`src/rtl/ltlf_trace_sequencer_if.sv`:
```
// Stream bundle for the LTLf trace sequencer: symbol input
// and per-trace verdict output, both valid/ready.
interface ltlf_trace_sequencer_if #(
    parameter int NPROP = 2,
    parameter int LEN_W = 16
);
    logic             in_valid;
    logic             in_ready;
    logic [NPROP-1:0] in_props;
    logic             in_last;
    logic             verdict_valid;
    logic             verdict_ready;
    logic             verdict;
    logic [LEN_W-1:0] verdict_len;

    modport master (
        output in_valid, in_props, in_last, verdict_ready,
        input  in_ready, verdict_valid, verdict, verdict_len
    );

    modport slave (
        input  in_valid, in_props, in_last, verdict_ready,
        output in_ready, verdict_valid, verdict, verdict_len
    );
endinterface

```
`src/rtl/ltlf_trace_sequencer.sv`:
```
// Feeds buffered trace symbols into an LTLf monitor, one per run
// strobe, and returns the monitor's report as a per-trace verdict.
module ltlf_trace_sequencer #(
    parameter int NPROP      = 2,
    parameter int FIFO_DEPTH = 4,
    parameter int REPORT_LAT = 2,
    parameter int LEN_W      = 16
) (
    input  logic                   clk,
    input  logic                   rst_n,
    ltlf_trace_sequencer_if.slave  bus,
    output logic [NPROP-1:0]       mon_props,
    output logic                   mon_run,
    output logic                   mon_rst,
    input  logic                   report_in
);
    localparam int AW = $clog2(FIFO_DEPTH);
    localparam int CW = $clog2(REPORT_LAT + 1);

    typedef enum logic [1:0] {CLEAR, STEP, WAIT, HOLD} state_t;

    typedef struct packed {
        logic             last;
        logic [NPROP-1:0] props;
    } sym_t;

    sym_t             mem [FIFO_DEPTH];
    logic [AW:0]      wp;
    logic [AW:0]      rp;
    logic             rdy_q;
    logic             full;
    logic             empty;
    logic             push;
    logic             pop;
    logic             latch;
    logic             take;
    sym_t             head;
    logic [CW-1:0]    cnt;
    logic [LEN_W-1:0] len;
    state_t           state;
    state_t           nxt;

    // Extra pointer bit separates full from empty.
    assign full  = (wp[AW] != rp[AW]) && (wp[AW-1:0] == rp[AW-1:0]);
    assign empty = (wp == rp);
    assign head  = mem[rp[AW-1:0]];

    assign bus.in_ready = rdy_q & ~full;
    assign push         = bus.in_valid & bus.in_ready;

    always_ff @(posedge clk or negedge rst_n) begin
        if (!rst_n) state <= CLEAR;
        else        state <= nxt;
    end

    always_comb begin
        nxt = state;
        unique case (state)
            CLEAR: if (rdy_q) nxt = STEP;
            STEP:  if (!empty && head.last) nxt = WAIT;
            WAIT:  if (cnt == CW'(REPORT_LAT)) nxt = HOLD;
            HOLD:  if (bus.verdict_ready) nxt = CLEAR;
            default: nxt = CLEAR;
        endcase
    end

    // rdy_q keeps the monitor reset quiet until rst_n has been released.
    always_comb begin
        mon_rst = (state == CLEAR) && rdy_q;
        pop     = (state == STEP) && !empty;
        latch   = (state == WAIT) && (cnt == CW'(REPORT_LAT));
        take    = (state == HOLD) && bus.verdict_ready;
    end

    always_ff @(posedge clk) begin
        if (push) mem[wp[AW-1:0]] <= {bus.in_last, bus.in_props};
    end

    always_ff @(posedge clk or negedge rst_n) begin
        if (!rst_n) begin
            wp                <= '0;
            rp                <= '0;
            rdy_q             <= 1'b0;
            mon_props         <= '0;
            mon_run           <= 1'b0;
            cnt               <= '0;
            len               <= '0;
            bus.verdict_valid <= 1'b0;
            bus.verdict       <= 1'b0;
            bus.verdict_len   <= '0;
        end else begin
            rdy_q   <= 1'b1;
            mon_run <= pop;
            if (push) wp <= wp + 1'b1;
            if (pop) begin
                rp        <= rp + 1'b1;
                mon_props <= head.props;
            end
            if (mon_rst)                 len <= '0;
            else if (pop && len != '1)   len <= len + 1'b1;
            // Report latency is counted from the final run pulse.
            if (pop)                     cnt <= '0;
            else if (state == WAIT)      cnt <= cnt + 1'b1;
            if (latch) begin
                bus.verdict_valid <= 1'b1;
                bus.verdict       <= report_in;
                bus.verdict_len   <= len;
            end else if (take) begin
                bus.verdict_valid <= 1'b0;
            end
        end
    end
endmodule

```
`src/flat_wrapper.sv`:
```
// flat-port wrapper written by rule: the top's interface ports become plain ports
module ltlf_trace_sequencer_flat 
#(
    parameter int NPROP      = 2,
    parameter int FIFO_DEPTH = 4,
    parameter int REPORT_LAT = 2,
    parameter int LEN_W      = 16
)
  (clk, rst_n, mon_props, mon_run, mon_rst, report_in, bus_in_valid, bus_in_props, bus_in_last, bus_verdict_ready, bus_in_ready, bus_verdict_valid, bus_verdict, bus_verdict_len);
  ltlf_trace_sequencer_if #(.NPROP(NPROP), .LEN_W(LEN_W)) bus_i ();
  input  logic clk;
  input  logic rst_n;
  output logic [NPROP-1:0] mon_props;
  output logic mon_run;
  output logic mon_rst;
  input  logic report_in;
  input wire logic [$bits(bus_i.in_valid)-1:0] bus_in_valid;
  input wire logic [$bits(bus_i.in_props)-1:0] bus_in_props;
  input wire logic [$bits(bus_i.in_last)-1:0] bus_in_last;
  input wire logic [$bits(bus_i.verdict_ready)-1:0] bus_verdict_ready;
  output wire logic [$bits(bus_i.in_ready)-1:0] bus_in_ready;
  output wire logic [$bits(bus_i.verdict_valid)-1:0] bus_verdict_valid;
  output wire logic [$bits(bus_i.verdict)-1:0] bus_verdict;
  output wire logic [$bits(bus_i.verdict_len)-1:0] bus_verdict_len;
  assign bus_i.in_valid = bus_in_valid;
  assign bus_i.in_props = bus_in_props;
  assign bus_i.in_last = bus_in_last;
  assign bus_i.verdict_ready = bus_verdict_ready;
  assign bus_in_ready = bus_i.in_ready;
  assign bus_verdict_valid = bus_i.verdict_valid;
  assign bus_verdict = bus_i.verdict;
  assign bus_verdict_len = bus_i.verdict_len;
  ltlf_trace_sequencer #(.NPROP(NPROP), .FIFO_DEPTH(FIFO_DEPTH), .REPORT_LAT(REPORT_LAT), .LEN_W(LEN_W)) u_core (.clk(clk), .rst_n(rst_n), .bus(bus_i), .mon_props(mon_props), .mon_run(mon_run), .mon_rst(mon_rst), .report_in(report_in));
endmodule
```
`config.mk`:
```
export PLATFORM = sky130hd
export DESIGN_NAME = ltlf_trace_sequencer_flat
export DESIGN_NICKNAME = d
export VERILOG_FILES = /design/src/rtl/ltlf_trace_sequencer_if.sv /design/src/rtl/ltlf_trace_sequencer.sv /design/src/flat_wrapper.sv
export SDC_FILE = /design/constraint.sdc
export NUM_CORES = 1
export LEC_CHECK = 0
export BUFFER_PORTS_ARGS = -buffer_cell sky130_fd_sc_hd__buf_2
export CAP_MARGIN = 25
export CORE_AREA = 2 2 88 90
export DETAILED_ROUTE_END_ITERATION = 7
export DIE_AREA = 0 0 90 92
export PLACE_DENSITY = 0.68
export SETUP_SLACK_MARGIN = 0.4
export SLEW_MARGIN = 40
export SYNTH_ARGS = -nofsm -noshare
export SYNTH_HDL_FRONTEND = slang
export SYNTH_SLANG_ARGS = --single-unit
```
`constraint.sdc`:
```
create_clock -name clk -period 3.5 [get_ports clk]
set_input_delay 0.875 -clock clk [delete_from_list [all_inputs] [get_ports clk]]
set_output_delay 0.875 -clock clk [all_outputs]
set_load 0.01 [all_outputs]
```
## After elaboration in Yosys (flattened, before gate mapping)

Memory sizes are Yosys's and may differ from the RTL's.
Index checks and enable logic that the tools add are counted.
W data, S select, Z words.

| storage, ports and cells | value |
|---|---|
| register bits | 48 |
| bits in writable memories | 12 |
| output and inout bits | 23 |
| logic and storage cells | 57 |
| memories | 1 |

Memory list:

| name | words | width | rd ports | clocked after Yosys merged registers in | wr ports | line | text |
|---|---|---|---|---|---|---|---|
| u_core.mem | 4 | 3 | 1 | 0 | 1 | ltlf_trace_sequencer.sv:27 | `sym_t mem [FIFO_DEPTH];` |

| cells by class | value |
|---|---|
| add/subtract/negate cells | 4 |
| equality and inequality tests | 12 |
| mux-type cells | 13 |
| bitwise operators | 3 |
| reductions and logical operators | 13 |

Operator list:

| kind | number |
|---|---|
| $mux W16 | 2 |
| $add A16 B1 Y16 const B | 1 |
| $ne A16 B16 Y1 const B | 1 |
| $mux W2 | 6 |
| $pmux W2 S4 | 1 |
| $logic_and A1 B1 Y1 | 7 |
| $add A3 B1 Y3 const B | 2 |
| $eq A2 B2 Y1 const B | 3 |
| $ne A2 B1 Y1 const B | 3 |
| $reduce_bool A2 Y1 | 3 |
| $mux W1 | 4 |
| $reduce_and A4 Y1 | 1 |
| $eq A3 B3 Y1 | 1 |
| $add A2 B1 Y2 const B | 1 |
| $and A1 B1 Y1 | 2 |
| $eq A2 B1 Y1 const B | 1 |
| $eq A2 B2 Y1 | 1 |
| $logic_not A2 Y1 | 1 |
| $ne A2 B2 Y1 const B | 1 |
| $logic_not A1 Y1 | 1 |
| $ne A1 B1 Y1 | 1 |
| $not A1 Y1 | 1 |

## Depth between registers and ports, before layout

| depth | value |
|---|---|
| word-level depth | 7 |
| gate-level depth with buffers | 7 |

## Worst setup path after synthesis

Ideal clock, no wire load.

| timing path | value |
|---|---|
| path kind | register to output |
| start point | register u_core.state[0] |
| end point | output mon_rst |
| data arrival time | 1156 ps |
| slack | 1469 ps |
| cell stages (with the launch flop) | 6 |
| cells stage by stage | dfrtp_1 inv_1 ha_1 nand2_1 inv_1 clkbuf_1 |

| between the ends | value |
|---|---|
| cells in the longest elaborated chain, start to end | 2 |

Ends and longest elaborated chain:

| element | line | text |
|---|---|---|
| from (decl) | ltlf_trace_sequencer.sv:40 | `state_t state;` |
| from (signal assigned) | ltlf_trace_sequencer.sv:53 | `else state <= nxt;` |
| $logic_not A2 Y1 | ltlf_trace_sequencer.sv:69 | `mon_rst = (state == CLEAR) && rdy_q;` |
| $logic_and A1 B1 Y1 | ltlf_trace_sequencer.sv:69 |  |
| to (decl) | flat_wrapper.sv:15 | `output logic mon_rst;` |

Every way passes these cells.

## Worst setup path after layout

Ends and elaborated chain as after synthesis.

==> results.ini <==
[critical_path]
cp_slowest_cell=dfrtp_1
rr_startpoint=u_core.rp[0]
cp_slowest_stage_delay_ps=380
rr_worst_depth=5
crit_required_ps=2620
startpoint=u_core.state[0]
cp-start-kind=register
critical-path-top-delay-family=flip-flops
crit_top_cell=inv_1
path_cells=inv_1 > ha_1 > nand2_1 > inv_1 > buf_2
path_class=register to primary output
path_depth=5
cp.buffers_inverters=3
cp-endpoint=mon_rst
crit_path_end_kind=primary output
crit_fanout=11
r2r_slack_ps=1360
arrival_ps=1650
r2r_end=u_core.len[2]

[job]
max-cap-violations=0

[timing]
worst_slew_pin_slew_ps=764
finalCritPeriodShare_pct=72.2
setup_tns_ps=0
fin_crit_ps=2530
max_slew_margin_pct=48.9
setup_viol=0
finClkSkew_ps=4.13
rsz0062_at_grt=no
maxSlewViolCount=0
fmax_mhz=396
hold_viol_final=0

[drt]
vias=1922
dr.pass1.iters=4
drt-initial-drc-count=116
drt_wl_total_um=5240
wl_per_cell_um=13.9
drt-vias-per-instance=5.10
ant_nets=0
route.detailed.drc=0

[placement]
place_area_um2=3120
portBuffers=30
dp_hpwl_um=3610
gp_congestion=0.797

[layout]
drive_gt1_share_pct=23.6
fin_util_pct=43.8
fill_cells=742
final_area_um2=3260
seqCellArea_um2=1560
fin_nets=292
multiInputGateArea_um2=1220
antennaDiodeCount=0
syn_to_final_growth_pct=13.2

[worst_hold_path]
hold_path_class=register to register
hold_depth=2

[clock_tree]
cts_root_buffer=clkbuf_8
ctsResizeCount=0
clock_path_buffers=2
htree_num_levels=3
clkTransAtPathRegs_ps=60
cts_tree=built
cts_setup_buffers=0
cts_buffers=9
hold_buffers=0
cts.sinks=60
clock_latency_ps=340

[power_and_ir_drop]
swShare_pct=35.4
vdd_drop_max_v=0.000430
clkPwrFrac_pct=22.7
leakage_nw=1.55
seq_power_share_pct=45.1
p_int_mw=1.39
powerDensity_nw_per_um2=663
combPwrFrac_pct=32.3
p_sw_uw=766
finalPower_mw=2.16

[floorplan]
num_rows=32
start_util_pct=38.7
die_w_um=90
fp.dieArea_um2=8280
num_io_pins=31
die_h_um=92
core_um2=7450

[global_routing]
grt_pass1_vias=1908
antenna_found_initial=0
track_usage_pct=14.2
grt_first_pass_wirelength_um=9200
overflow=0
grt_max_degree=49

[logic_synthesis]
ys_ff_latch=60
ys_seq_area_share_pct=54.2
synthesis.nets=261
syn_inst=241
synthesis.area_um2=2880
yosysWarnings=0
ys_types=43
syn_avg_cell_area_um2=12.0

[status]
outcome=finished, final reports clean

[routing by layer]
metal / share of wire [%] / track usage (%) / vias up
met3: 4.8 / 5.75 / 6
met5: 0 / 0 / -
met1: 44 / 16.6 / 942
met4: 0.84 / 4.23 / 0
li1: - / - / 944
met2: 51 / 23.9 / 30
[power by group through the flow]
stage                     Combinational, mW  Sequential [mW]  Clock, mW
after floorplan                       0.554            0.962          0
after global placement                0.681            0.983          0
after detailed placement              0.711            0.989          0
after CTS                             0.715            0.977      0.505
after global routing                  0.798            0.999      0.534
final                                 0.697            0.973      0.490
[placed cells by master, fill, tap and decap left out, types with 2 or more instances in the layout]
cell type | netlist | layout
nand2_1 | 29 | 29
buf_4 | 1 | 3
xor2_1 | 3 | 3
a31oi_1 | 6 | 6
or4_1 | 6 | 6
and3_1 | 4 | 4
dfrtp_1 | 48 | 48
nor3_1 | 2 | 2
mux4_1 | 2 | 2
and4_1 | 3 | 3
ha_1 | 12 | 12
xnor2_1 | 5 | 5
clkbuf_8 | 0 | 9
o41ai_1 | 2 | 2
nand4_1 | 3 | 3
nor2_1 | 11 | 11
nand2b_1 | 2 | 2
clkbuf_1 | 6 | 5
o31ai_1 | 6 | 6
inv_1 | 11 | 11
a21oi_1 | 8 | 8
buf_2 | 3 | 29
mux2_2 | 18 | 18
nor4_1 | 3 | 3
or3_1 | 2 | 2
mux2i_1 | 3 | 3
nand3_1 | 8 | 8
edfxtp_1 | 12 | 12
a41o_1 | 6 | 6
[area by class of cell]
class | instances | share of cell area [%]
clock buffers | 14 | 4.38
repair buffers | 32 | 5.14
flip-flops and latches | 60 | 47.9
multi-input cells | 158 | 37.4
inverters | 11 | 1.27
well taps | 102 | 3.92
[through the flow]
step	setup slack, ps	hold slack, ps	instances
floorplan	1470	490	241
finish	973	477	377
CTS	953	476	377
global placement	1340	459	363
detailed placement	1320	462	363
global route	855	502	377
[cell usage after synthesis, drive strengths merged]
cell type	n	area, um2
nand2b	2	12.5
a21oi	8	40.0
a41o	6	60.1
nand2	29	109
a221oi	1	8.76
o21ai	2	10.0
dfrtp	48	1200
or4	7	56.3
mux2	19	214
mux2i	3	30.0
conb	1	3.75
o31a	1	8.76
and3	4	25.0
mux4	3	75.1
nand3	8	40.0
and4	3	26.3
nor2	11	41.3
buf	6	45.0
inv	11	41.3
o311ai	1	8.76
ha	12	150
nor4	4	31.3
or3	2	12.5
xor2	4	42.6
edfxtp	12	360
xnor2	5	43.8
o41ai	2	17.5
a31oi	6	37.5
nand4	4	31.3
clkbuf	6	22.5
nor3	2	10.0
o31ai	7	57.6
o22ai	1	6.26
[logic make-up after synthesis]
family | Yosys count | share of synthesized area, %
mux | 25 | 11.1
fa+ha+maj | 12 | 5.21
xor+xnor | 9 | 3.00
buf+inv | 23 | 3.78
compound gates | 35 | 8.86
simple gates | 76 | 13.7
flops | 60 | 54.2
other cells | 1 | 0.130
[worst min path at each step]
stage                                to                     start  slack, ps
2_1_floorplan             u_core.cnt[1]             u_core.cnt[1]        490
3_3_place_gp   u_core.bus.verdict_valid  u_core.bus.verdict_valid        460
3_5_place_dp        u_core.mon_props[1]       u_core.mon_props[1]        460
4_1_cts             u_core.mon_props[1]       u_core.mon_props[1]        480
5_1_grt             u_core.mon_props[0]       u_core.mon_props[0]        500
6_report            u_core.mon_props[1]       u_core.mon_props[1]        480
[state kept, by name, indices dropped and copies added, names as in the netlist]
| signal | cells |
|---|---|
| u_core.bus.verdict_len | 16 |
| u_core.len | 16 |
| u_core.mem | 12 |
| u_core.rp | 3 |
| u_core.wp | 3 |
| u_core.cnt | 2 |
| u_core.mon_props | 2 |
| u_core.state | 2 |
| u_core.bus.verdict | 1 |
| u_core.bus.verdict_valid | 1 |
| u_core.mon_run | 1 |
| u_core.rdy_q | 1 |
[worst min-delay path: cells and delay by family (launching register included)]
kind             cells  cell delay (ps)
flip-flops           1              340
AND/OR/NAND/NOR      2              110
No activity file was read; power rests on OpenSTA's default activity.
